--- src/rtl/exception_sequencer.sv ---
// rtl/exception_sequencer.sv - exception flush/vector/return sequencer with double-fault halt
// Optional EXC_STATS_EN adds exc_count_out and double_fault_out.
module exception_sequencer #(
  parameter logic [31:0] VECTOR_BASE   = 32'd16,
  parameter logic [31:0] VECTOR_STRIDE = 32'd8,
  parameter int          FLUSH_CYCLES  = 2
) (
  input  logic        clk,
  input  logic        reset,
  input  logic        exception_in,
  input  logic        exception_ID_in,
  input  logic        exception_EXE_in,
  input  logic        exception_MEM_in,
  input  logic [2:0]  cause_in,
  input  logic [31:0] epc_in,
  input  logic        rti_in,
  output logic        pc_load_out,
  output logic [31:0] pc_value_out,
  output logic        stall_fetch_out,
  output logic        flush_IF_ID_out,
  output logic        flush_ID_EX_out,
  output logic        flush_EX_MEM_out,
  output logic        flush_MEM_WB_out,
  output logic        in_handler_out,
  output logic        halt_out,
  output logic [2:0]  saved_cause_out,
`ifdef EXC_STATS_EN
  output logic [31:0] saved_epc_out,
  output logic [7:0]  exc_count_out,
  output logic        double_fault_out
`else
  output logic [31:0] saved_epc_out
`endif
);

  typedef enum logic [2:0] {
    S_IDLE, S_FLUSH, S_VECTOR, S_HANDLER, S_RETURN, S_HALT
  } state_t;

  localparam logic [3:0] FLUSH_LOAD = 4'(FLUSH_CYCLES - 1);

  state_t      r_state;
  logic [3:0]  r_cnt;
  logic [2:0]  r_saved_cause;
  logic [31:0] r_saved_epc;
`ifdef EXC_STATS_EN
  logic [7:0]  r_exc_count;
  logic        r_double_fault;
`endif

  logic [31:0] w_vector;
  logic        w_pc_load;
  logic [31:0] w_pc_value;
  logic        w_stall;
  logic [3:0]  w_flush;
  logic        w_in_handler;
  logic        w_halt;

  assign w_vector = VECTOR_BASE + ({29'd0, r_saved_cause} * VECTOR_STRIDE);

  always_ff @(posedge clk) begin
    if (reset) begin
      r_state       <= S_IDLE;
      r_cnt         <= 4'd0;
      r_saved_cause <= 3'd0;
      r_saved_epc   <= 32'd0;
`ifdef EXC_STATS_EN
      r_exc_count    <= 8'd0;
      r_double_fault <= 1'b0;
`endif
    end else begin
      case (r_state)
        S_IDLE: begin
          if (exception_in) begin
            r_saved_cause <= cause_in;
            r_saved_epc   <= epc_in;
            r_cnt         <= FLUSH_LOAD;
            r_state       <= S_FLUSH;
`ifdef EXC_STATS_EN
            if (r_exc_count != 8'hFF) r_exc_count <= r_exc_count + 8'd1;
`endif
          end
        end
        S_FLUSH: begin
          if (r_cnt == 4'd0) r_state <= S_VECTOR;
          else r_cnt <= r_cnt - 4'd1;
        end
        S_VECTOR: r_state <= S_HANDLER;
        S_HANDLER: begin
          // A fault inside the handler takes priority over returning.
          if (exception_in) begin
            r_state <= S_HALT;
`ifdef EXC_STATS_EN
            r_double_fault <= 1'b1;
`endif
          end else if (rti_in) begin
            r_state <= S_RETURN;
          end
        end
        S_RETURN: r_state <= S_IDLE;
        S_HALT:   r_state <= S_HALT;
        default:  r_state <= S_IDLE;
      endcase
    end
  end

  // Flush set order is {IF_ID, ID_EX, EX_MEM, MEM_WB}; outputs are forced low under reset.
  always_comb begin
    w_pc_load    = 1'b0;
    w_pc_value   = 32'd0;
    w_stall      = 1'b0;
    w_flush      = 4'b0000;
    w_in_handler = 1'b0;
    w_halt       = 1'b0;
    if (!reset) begin
      case (r_state)
        S_IDLE: begin
          if (exception_in) begin
            if (exception_MEM_in)      w_flush = 4'b1111;
            else if (exception_EXE_in) w_flush = 4'b1110;
            else                       w_flush = 4'b1100;
          end
        end
        S_FLUSH: begin
          w_stall = 1'b1;
          w_flush = 4'b1111;
        end
        S_VECTOR: begin
          w_pc_load  = 1'b1;
          w_pc_value = w_vector;
          w_flush    = 4'b1000;
        end
        S_HANDLER: begin
          w_in_handler = 1'b1;
          if (exception_in) w_flush = 4'b1111;
        end
        S_RETURN: begin
          w_pc_load    = 1'b1;
          w_pc_value   = r_saved_epc;
          w_flush      = 4'b1100;
          w_in_handler = 1'b1;
        end
        S_HALT: begin
          w_halt  = 1'b1;
          w_stall = 1'b1;
        end
        default: ;
      endcase
    end
  end

  assign pc_load_out      = w_pc_load;
  assign pc_value_out     = w_pc_value;
  assign stall_fetch_out  = w_stall;
  assign flush_IF_ID_out  = w_flush[3];
  assign flush_ID_EX_out  = w_flush[2];
  assign flush_EX_MEM_out = w_flush[1];
  assign flush_MEM_WB_out = w_flush[0];
  assign in_handler_out   = w_in_handler;
  assign halt_out         = w_halt;
  assign saved_cause_out  = reset ? 3'd0 : r_saved_cause;
  assign saved_epc_out    = reset ? 32'd0 : r_saved_epc;
`ifdef EXC_STATS_EN
  assign exc_count_out    = r_exc_count;
  assign double_fault_out = r_double_fault;
`endif

endmodule

--- config.mk ---
export PLATFORM = sky130hd
export DESIGN_NAME = exception_sequencer
export DESIGN_NICKNAME = d
export VERILOG_FILES = /design/src/rtl/exception_sequencer.sv
export SDC_FILE = /design/constraint.sdc
export NUM_CORES = 1
export LEC_CHECK = 0
export BUFFER_PORTS_ARGS = -buffer_cell sky130_fd_sc_hd__buf_2
export CORE_ASPECT_RATIO = 1.5
export CORE_MARGIN = 2
export CORE_UTILIZATION = 45
export CTS_BUF_LIST = sky130_fd_sc_hd__clkbuf_4
export DETAILED_ROUTE_END_ITERATION = 12
export GPL_TIMING_DRIVEN = 0
export PLACE_DENSITY = 0.84
export SYNTH_ARGS = -nofsm -noshare
export SYNTH_HDL_FRONTEND = slang
export SYNTH_SLANG_ARGS = --single-unit
--- constraint.sdc ---
create_clock -name clk -period 4.05 [get_ports clk]
set_input_delay 0.2025 -clock clk [delete_from_list [all_inputs] [get_ports clk]]
set_output_delay 0.2025 -clock clk [all_outputs]
set_load 0.02 [all_outputs]
==> flow_summary.json, run 1 <==
{
  "post-place-cells": 487,
  "antenna_found_initial": 0,
  "worstHoldPathType": "in2reg",
  "dieWidth_um": 62.05,
  "route.antenna.remaining_nets": 0,
  "final_clock_period_utilization_by_the_worst_path_pct": 55.91,
  "area_share_of_the_largest_cell_type_after_synthesis_pct": 36.96,
  "timing.hold.worst_endpoint": "r_saved_epc[6]",
  "drt_iter0_drc": 80,
  "grt_start_max_net_pins": 15,
  "std_cell_rows": 31,
  "worst_r2r_path_depth": 5,
  "stdcell_count": 495,
  "detailedPlace.worstSlack_ns": 2.046,
  "timing.final.max_slew_violations": 0,
  "fin_crit_ns": 2.264,
  "outcome": "finished clean",
  "synth_most_common_cell": "sky130_fd_sc_hd__nand2_1",
  "power_report.internal_total_w": 0.0007465,
  "relSlewSlack_pct": 54.49,
  "min_delay_path_depth": 3,
  "sw_frac_of_total_pct": 35.36,
  "worst_ir_drop_vdd_mv": 0.2024,
  "routedWlPerCell_um": 11.93,
  "number_of_global_route_vias_before_repair": 2191,
  "yosys_register_bits": 42,
  "tritoncts_clock_tree": "done",
  "dr_total_vias": 2428,
  "path_clk_slew_ns": 0.13,
  "synth_top_cells_by_count": "sky130_fd_sc_hd__nand2_1, sky130_fd_sc_hd__dfxtp_1, sky130_fd_sc_hd__a21oi_1",
  "place.gp.congestion": 0.8293,
  "power_frac_clock_pct": 23.6,
  "worst_setup_path_start_kind": "register",
  "synth_area_leaders": "sky130_fd_sc_hd__dfxtp_1, sky130_fd_sc_hd__nand2_1, sky130_fd_sc_hd__nor2b_1",
  "power.switching_w": 0.0004083,
  "critical_path_class": "reg2out",
  "portBuffers": 114,
  "ys_dominant_reg_cell": "sky130_fd_sc_hd__dfxtp_1",
  "synth_largest_area_cell": "sky130_fd_sc_hd__dfxtp_1",
  "final-setup-viol-count": 0,
  "synth_edf_count": 0,
  "cts_post_setup_buffers_inserted": 0,
  "ys_warn_count": 0,
  "critPathRequiredTime_ns": 3.85,
  "worst_slew_pin_slew_ns": 0.6812,
  "arrival_time_of_the_worst_setup_path_ns": 2.06,
  "routed_via_density": 4.905,
  "drv_cap": 0,
  "power_leakage_nw": 1.474,
  "max_clock_freq_mhz": 441.7,
  "firstDrtPassIters": 4,
  "effective_utilization_at_floorplan_pct": 46.92,
  "final_worst_setup_slack_ns": 1.786,
  "worstHoldStart": "epc_in[6]",
  "end_kind": "output pin",
  "postSynthCellCount": 307,
  "syn_area_per_cell_um2": 7.409,
  "regToRegEndpoint": "r_state[0]",
  "clock_latency_ns": 0.35,
  "comb_power_share_pct": 33.2,
  "synth_cell_type_count": 37,
  "worst_r2r_startpoint": "r_cnt[0]",
  "final_core_area_utilization_pct": 62.06,
  "power.share.sequential_pct": 43.2,
  "synth_seq_area_share_pct": 36.96,
  "detailed_place_hpwl_um": 4500,
  "cts.sink_count": 42,
  "finish.net_count": 472,
  "design.portCount": 117,
  "synthesis.nets": 351,
  "fin_setup_tns_ns": 0,
  "cts_repair_resize_count": 0,
  "globalRouteTotalUtil_pct": 21.19,
  "cellPowerDensity_nw_per_um2": 383.8,
  "core_area_um2": 4848,
  "async_reset_ff_share_pct": 0,
  "netlist_area_um2": 2275,
  "post_dp_cell_area_um2": 2928,
  "grt_pass1_wl_um": 9480,
  "fin_worst_skew_ns": 0.009382,
  "dieHeight_um": 91.08,
  "remaining_drc_errors": 0,
  "routed_wl_um": 5904,
  "clock_path_buffers": 2,
  "hold_buffers": 0,
  "unrepaired_setup_endpoints_after_global_routing": "no",
  "global_route.overflow_total": 0,
  "path_max_fanout": 10,
  "floorplan.die_area_um2": 5651,
  "timing_hold_violations_final": 0,
  "drive_above_1_share_pct": 31.24,
  "cts.htree.levels": 2,
  "root_buffer": "sky130_fd_sc_hd__clkbuf_4",
  "r2r_slack_ns": 2.31,
  "numCtsBuffers": 5,
  "final_cell_area_um2": 3009,
  "number_of_antenna_repair_diodes": 0,
  "syn_to_final_growth_pct": 32.29
}
-- cell type report --
class / count / area [um^2]
inverter: 5 / 18.77
buffer: 25 / 110.1
clock inverter: 3 / 43.79
multi-input combinational: 235 / 1305
clock buffer: 5 / 37.54
sequential: 42 / 840.8
tap: 66 / 82.58
timing repair buffer: 114 / 570.5
fill: 449 / 1839
-- critical path, cell delays in order, from the launching register on --
cell,delay (ns)
sky130_fd_sc_hd__dfxtp_1,0.32
sky130_fd_sc_hd__buf_2,0.18
sky130_fd_sc_hd__nor3_2,0.52
sky130_fd_sc_hd__clkbuf_1,0.36
sky130_fd_sc_hd__and2_1,0.18
sky130_fd_sc_hd__buf_2,0.16
-- kinds of logic after synthesis --
logic type                 Yosys count  synth area share, %
and+or+nand+nor                    171                39.49
DFF                                 42                36.96
muxes                                2               0.8801
buffers and inverters               30                5.665
AOI/OAI and AO/OA                   60                15.90
adders and majority gates            2                1.100
-- placed cells by master (no fill, tap or decap), types with 2 or more instances in the layout --
master,n
sky130_fd_sc_hd__inv_1,5
sky130_fd_sc_hd__mux2i_1,2
sky130_fd_sc_hd__a21oi_1,41
sky130_fd_sc_hd__clkbuf_1,16
sky130_fd_sc_hd__or3_1,4
sky130_fd_sc_hd__nand3_1,2
sky130_fd_sc_hd__dfxtp_1,42
sky130_fd_sc_hd__nor3_1,7
sky130_fd_sc_hd__nand2_1,72
sky130_fd_sc_hd__o21bai_1,2
sky130_fd_sc_hd__buf_2,121
sky130_fd_sc_hd__clkbuf_4,5
sky130_fd_sc_hd__and2_1,28
sky130_fd_sc_hd__o21a_1,4
sky130_fd_sc_hd__nand2b_1,3
sky130_fd_sc_hd__ha_1,2
sky130_fd_sc_hd__nor2_1,8
sky130_fd_sc_hd__nor2b_1,37
sky130_fd_sc_hd__a22oi_1,5
sky130_fd_sc_hd__nor4b_1,2
-- power by group through the flow --
stage                     clock network [W]  logic [W]  registers (W)
after CTS                          0.000276   0.000386       0.000499
after global placement                    0   0.000375       0.000506
after floorplan                           0   0.000284       0.000498
after global routing               0.000293   0.000433       0.000506
final                              0.000272   0.000383       0.000499
after detailed placement                  0   0.000384       0.000509
-- registers in the layout, summed over array words and instances, names as in the netlist --
signal,flops
r_saved_cause,3
r_saved_epc,32
r_cnt,4
r_state,3
-- per-stage QoR --
step	total power, W	hold WS (ns)
2_1_floorplan	0.0007816	0.3385
3_3_place_gp	0.0008814	0.4430
3_5_place_dp	0.0008928	0.4479
4_1_cts	0.001162	0.05861
5_1_grt	0.001231	0.05715
6_report	0.001155	0.06638
-- worst max-delay path by stage --
stage	start	to	slack, ns	cells past startpoint
floorplan	r_state[0]	flush_MEM_WB_out	2.40	5
global placement	reset	pc_value_out[17]	2.09	6
detailed placement	reset	pc_value_out[13]	2.05	6
CTS	r_state[0]	pc_value_out[17]	1.77	5
global route	r_state[0]	pc_value_out[20]	1.65	5
finish	r_state[0]	pc_value_out[17]	1.79	5
-- layer usage --
layer	GRT usage (%)	up-vias	part of all wire, %
li1	-	1251	-
met1	24.53	1079	40
met2	37.76	89	52
met3	2.991	9	5.8
met4	6.738	0	1.7
met5	0	-	0
Note: power is estimated with default switching activity, not from simulation.
==> run 2: changes to the inputs <==
==> constraint.sdc (replaced) <==
create_clock -name clk -period 2.3 [get_ports clk]
set_input_delay 0.115 -clock clk [delete_from_list [all_inputs] [get_ports clk]]
set_output_delay 0.115 -clock clk [all_outputs]
set_load 0.02 [all_outputs]
==> flow_summary.json, run 2 (synthesis gave the netlist of run 1 again) <==
{
  "final_common_cell": "sky130_fd_sc_hd__buf_2",
  "dieHeight_um": 91.08,
  "drive_above_1_share_pct": 29.13,
  "drt_iter0_drc": 89,
  "relSlewSlack_pct": 55.14,
  "detailed_place_hpwl_um": 4500,
  "clock_latency_ns": 0.35,
  "timing.final.max_slew_violations": 0,
  "met2_usage_grt_pct": 42.62,
  "drv_cap": 0,
  "cp_common_cell": "sky130_fd_sc_hd__buf_2",
  "most_frequent_cells_in_the_layout": "sky130_fd_sc_hd__buf_2, sky130_fd_sc_hd__nand2_1, sky130_fd_sc_hd__dfxtp_1",
  "grt_start_max_net_pins": 15,
  "critical_path.slowest_cell": "sky130_fd_sc_hd__nor3_4",
  "worstHoldPathType": "in2reg",
  "routed_via_density": 4.907,
  "grt_util_met1_pct": 26.91,
  "fin_worst_skew_ns": 0.01206,
  "root_buffer": "sky130_fd_sc_hd__clkbuf_4",
  "final_core_area_utilization_pct": 68.59,
  "final_cell_area_um2": 3326,
  "outcome": "finished clean",
  "end_kind": "output pin",
  "power_frac_clock_pct": 22.9,
  "final-setup-viol-count": 0,
  "dieWidth_um": 62.05,
  "gr-usage-met3_pct": 3.276,
  "antenna_found_initial": 0,
  "unrepaired_setup_endpoints_after_global_routing": "no",
  "critical-path-top-delay-family": "buffers and inverters",
  "power_leakage_nw": 1.601,
  "registers.top_by_ff_count": "r_saved_epc",
  "design.portCount": 117,
  "number_of_global_route_vias_before_repair": 2443,
  "std_cell_rows": 31,
  "comb_power_share_pct": 34.7,
  "routedWlPerCell_um": 12.67,
  "final_clock_period_utilization_by_the_worst_path_pct": 87.09,
  "route.antenna.remaining_nets": 0,
  "routed_wl_um": 6667,
  "arrival_time_of_the_worst_setup_path_ns": 1.89,
  "clock_path_buffers": 2,
  "critPathBufInv": 3,
  "fin_setup_tns_ns": 0,
  "worst_ir_drop_vdd_mv": 0.3626,
  "number_of_antenna_repair_diodes": 0,
  "critical_path_class": "reg2out",
  "worst_slew_pin_slew_ns": 0.6715,
  "cts.sink_count": 42,
  "power.switching_w": 0.0007313,
  "cellPowerDensity_nw_per_um2": 625.5,
  "cts.htree.levels": 2,
  "post_dp_cell_area_um2": 2928,
  "sw_frac_of_total_pct": 35.16,
  "grt_busiest_layer": "met2",
  "globalRouteTotalUtil_pct": 24.02,
  "crit_chain": "buf_2 -> nor3_4 -> clkbuf_1 -> and2_1 -> buf_2",
  "path_clk_slew_ns": 0.12,
  "portBuffers": 114,
  "tritoncts_clock_tree": "done",
  "global_route.overflow_total": 0,
  "floorplan.die_area_um2": 5651,
  "max_clock_freq_mhz": 499.2,
  "worst_setup_path_start_kind": "register",
  "effective_utilization_at_floorplan_pct": 46.92,
  "largest_reg_flops": 32,
  "registers_with_the_most_flip_flops": "r_saved_epc (32), r_cnt (4)",
  "dr_total_vias": 2581,
  "cts_post_setup_buffers_inserted": 0,
  "grt_pass1_wl_um": 10650,
  "timing.hold.ws_ns": 0.006474,
  "place.gp.congestion": 0.8293,
  "timing_hold_violations_final": 0,
  "core_area_um2": 4848,
  "power.share.sequential_pct": 42.4,
  "fin_crit_ns": 2.003,
  "numCtsBuffers": 5,
  "finish.net_count": 503,
  "biggest_cell_delay_along_the_critical_path_ns": 0.36,
  "critPathRequiredTime_ns": 2.18,
  "power_report.internal_total_w": 0.001349,
  "path_max_fanout": 10,
  "syn_to_final_growth_pct": 46.20,
  "remaining_drc_errors": 0,
  "firstDrtPassIters": 4
}
-- run 2: cell count changes in the layout (fill, tap and decap cells not counted), sizes merged --
cell	delta
dlygate4sd3	+31
-- run 2: routing by layer --
layer | share of wire, % | routed length (um) | up-vias
li1 | - | - | 1314
met1 | 39 | 2575 | 1145
met2 | 53 | 3529 | 103
met3 | 5.3 | 351 | 19
met4 | 3.1 | 210 | 0
met5 | 0 | 0 | -
-- run 2: final cells by class --
class / count / area [um^2]
clock inverters: 3 / 43.79
repair buffers: 145 / 880.8
plain buffers: 25 / 110.1
clock buffers: 5 / 37.54
fillers: 414 / 1523
inverters: 5 / 18.77
flip-flops and latches: 42 / 840.8
well taps: 66 / 82.58
multi-input cells: 235 / 1311
-- run 2: what timing repair did --
item / 4_1_cts / 5_1_grt
gates resized for setup: 0 / 1
hold buffers: 30 / 1
hold endpoints to repair: 30 / 1
setup endpoints to repair: 0 / 4
-- run 2: through the flow --
stage	setup slack (ns)	std cells	power, W
detailed placement	0.4705	487	0.001572
CTS	0.1038	525	0.002085
global route	0.1357	526	0.002222
finish	0.2968	526	0.002080
global placement	0.5192	487	0.001552
floorplan	0.7412	307	0.001376
-- run 2: power by group through the flow --
stage | Combinational [W] | Clock [W] | Sequential [W]
after global routing | 0.000812 | 0.000517 | 0.000892
after floorplan | 0.000500 | 0 | 0.000876
after global placement | 0.000661 | 0 | 0.000891
after CTS | 0.000719 | 0.000487 | 0.000879
final | 0.000722 | 0.000476 | 0.000881
after detailed placement | 0.000676 | 0 | 0.000896
-- run 2: path summary, 6_finish.rpt --
| kind | startpoint | end | slack [ns] | cells after the start |
|---|---|---|---|---|
| setup / recovery | r_state[0] | pc_value_out[23] | 0.30 | 5 |
| hold reg to reg | r_saved_epc[16] | r_saved_epc[16] | 0.47 | 2 |
| hold / removal | epc_in[15] | r_saved_epc[15] | 0.006 | 3 |
| setup reg to reg | r_cnt[0] | r_state[0] | 0.57 | 5 |
-- run 2: worst min-delay path: stages --
cell and delay [ns]:
sky130_fd_sc_hd__buf_2 0.10, sky130_fd_sc_hd__nand2_1 0.05, sky130_fd_sc_hd__a21oi_1 0.05
==> run 3: changes to the inputs <==
--- a/config.mk
+++ b/config.mk
@@ -6,13 +6,15 @@
 export NUM_CORES = 1
 export LEC_CHECK = 0
 export BUFFER_PORTS_ARGS = -buffer_cell sky130_fd_sc_hd__buf_2
+export CELL_PAD_IN_SITES_DETAIL_PLACEMENT = 1
+export CELL_PAD_IN_SITES_GLOBAL_PLACEMENT = 2
 export CORE_ASPECT_RATIO = 1.5
 export CORE_MARGIN = 2
-export CORE_UTILIZATION = 45
+export CORE_UTILIZATION = 24
 export CTS_BUF_LIST = sky130_fd_sc_hd__clkbuf_4
 export DETAILED_ROUTE_END_ITERATION = 12
 export GPL_TIMING_DRIVEN = 0
-export PLACE_DENSITY = 0.84
+export PLACE_DENSITY = 0.87
 export SYNTH_ARGS = -nofsm -noshare
 export SYNTH_HDL_FRONTEND = slang
 export SYNTH_SLANG_ARGS = --single-unit
==> flow_summary.json, run 3 (synthesis gave the netlist of run 1 again) <==
{
  "outcome": "finished clean",
  "layout.area.seq_um2": 840.8,
  "finish.net_count": 507,
  "design.portCount": 117,
  "power_leakage_nw": 1.622,
  "floorplan.die_area_um2": 10290,
  "stdcell_count": 576,
  "remaining_drc_errors": 0,
  "cts_post_setup_buffers_inserted": 0,
  "global_route.overflow_total": 0,
  "detailed_place_hpwl_um": 5645,
  "power.switching_w": 0.0007474,
  "dieHeight_um": 123.2,
  "max_clock_freq_mhz": 485.0,
  "drive_above_1_share_pct": 29.09,
  "firstDrtPassIters": 4,
  "clock_path_buffers": 2,
  "routed_wl_um": 7791,
  "final_common_cell": "sky130_fd_sc_hd__buf_2",
  "timing.final.max_slew_violations": 0,
  "worst_slew_pin_slew_ns": 0.7396,
  "num-fill-cells": 1192,
  "routed_via_density": 4.576,
  "antenna_found_initial": 0,
  "worstHoldPathType": "in2reg",
  "registers_with_the_most_flip_flops": "r_saved_epc (32), r_cnt (4)",
  "sw_frac_of_total_pct": 35.19,
  "grt_start_max_net_pins": 13,
  "number_of_antenna_repair_diodes": 0,
  "place.gp.congestion": 0.7557,
  "largest_reg_flops": 32,
  "globalRouteTotalUtil_pct": 15.24,
  "route.antenna.remaining_nets": 0,
  "registers.top_by_ff_count": "r_saved_epc",
  "worst_ir_drop_vdd_mv": 0.2651,
  "clock_latency_ns": 0.37,
  "effective_utilization_at_floorplan_pct": 24.58,
  "drt_iter0_drc": 47,
  "end_kind": "output pin",
  "tritoncts_clock_tree": "done",
  "fin_worst_skew_ns": 0.01633,
  "dieWidth_um": 83.49,
  "fin_crit_ns": 2.062,
  "power.share.sequential_pct": 41.5,
  "critical_path_class": "reg2out",
  "grt_pass1_wl_um": 12770,
  "most_frequent_cells_in_the_layout": "sky130_fd_sc_hd__buf_2, sky130_fd_sc_hd__nand2_1, sky130_fd_sc_hd__dfxtp_1",
  "fin_setup_tns_ns": 0,
  "std_cell_rows": 43,
  "relSlewSlack_pct": 50.59,
  "path_max_fanout": 10,
  "dr_total_vias": 2636,
  "timing_hold_violations_final": 0,
  "final_core_area_utilization_pct": 37.02,
  "met2_usage_grt_pct": 29.23,
  "final-setup-viol-count": 0,
  "power_w": 0.002124,
  "worst_setup_path_start_kind": "register",
  "number_of_global_route_vias_before_repair": 2708,
  "routedWlPerCell_um": 13.53,
  "grt_util_met1_pct": 17.37,
  "multiInputGateArea_um2": 1311,
  "root_buffer": "sky130_fd_sc_hd__clkbuf_4",
  "r2r_slack_ns": 0.49,
  "unrepaired_setup_endpoints_after_global_routing": "no",
  "core_area_um2": 9254,
  "grt_busiest_layer": "met2",
  "drv_cap": 0,
  "path_clk_slew_ns": 0.13,
  "critPathRequiredTime_ns": 2.18,
  "cts.htree.levels": 2,
  "final_clock_period_utilization_by_the_worst_path_pct": 89.65,
  "cellPowerDensity_nw_per_um2": 620.1,
  "gr-usage-met3_pct": 2.603,
  "power_report.internal_total_w": 0.001377,
  "syn_to_final_growth_pct": 50.61,
  "numCtsBuffers": 5,
  "arrival_time_of_the_worst_setup_path_ns": 1.95,
  "portBuffers": 114,
  "cts.sink_count": 42,
  "comb_power_share_pct": 34.9,
  "post-place-cells": 533,
  "power_frac_clock_pct": 23.5
}
run 3: final timing paths:
check,from,endpoint,cells past startpoint
hold reg to reg,r_saved_epc[28],r_saved_epc[28],2
setup / recovery,r_state[0],pc_value_out[23],5
setup reg to reg,r_cnt[0],r_state[0],5
hold / removal,exception_in,r_saved_cause[2],4
run 3: timing repair:
| action | CTS | global route |
|---|---|---|
| endpoints found under the hold margin | 35 | 0 |
| hold buffers | 35 | 0 |
| gates resized for setup | 1 | 2 |
| setup endpoints to repair | 20 | 7 |
| pin swaps | 0 | 0 |
run 3: area by class of cell:
class                           count  area share (%)
Timing Repair Buffer              149           26.88
Clock inverter                      1          0.8766
Buffer                             25           3.251
Inverter                            5          0.5478
Multi-Input combinational cell    235           38.28
Sequential cell                    42           24.54
Clock buffer                        7           1.534
Tap cell                          112           4.091
run 3: worst max-delay path, stage by stage, from the launching register on:
cell	delay, ns
sky130_fd_sc_hd__dfxtp_1	0.31
sky130_fd_sc_hd__buf_2	0.19
sky130_fd_sc_hd__nor3_4	0.40
sky130_fd_sc_hd__clkbuf_1	0.34
sky130_fd_sc_hd__and2_1	0.19
sky130_fd_sc_hd__buf_2	0.16
run 3: metal layers:
layer  vias to the layer above  routed length, um  share of wire, %
met3                         6                375               4.8
met2                        78               4153                53
met5                         -                  0                 0
met1                      1229               3174                41
met4                         0                 88               1.1
li1                       1323                  -                 -
run 3: stage by stage:
step	worst slack, ns	hold slack, ns	area (um^2)
after CTS	0.1462	0.2155	3425
final	0.2382	0.2381	3426
after detailed placement	0.3427	0.3630	2985
after floorplan	0.7412	0.2510	2275
after global placement	0.3836	0.3570	2985
after global routing	0.01144	0.2245	3426
run 3: power by group through the flow:
stage / logic, W / clock network, W / registers (W)
5_1_grt: 0.000830 / 0.000562 / 0.000896
2_1_floorplan: 0.000500 / 0 / 0.000876
3_3_place_gp: 0.000685 / 0 / 0.000893
6_report: 0.000742 / 0.000500 / 0.000882
4_1_cts: 0.000755 / 0.000530 / 0.000884
3_5_place_dp: 0.000703 / 0 / 0.000899
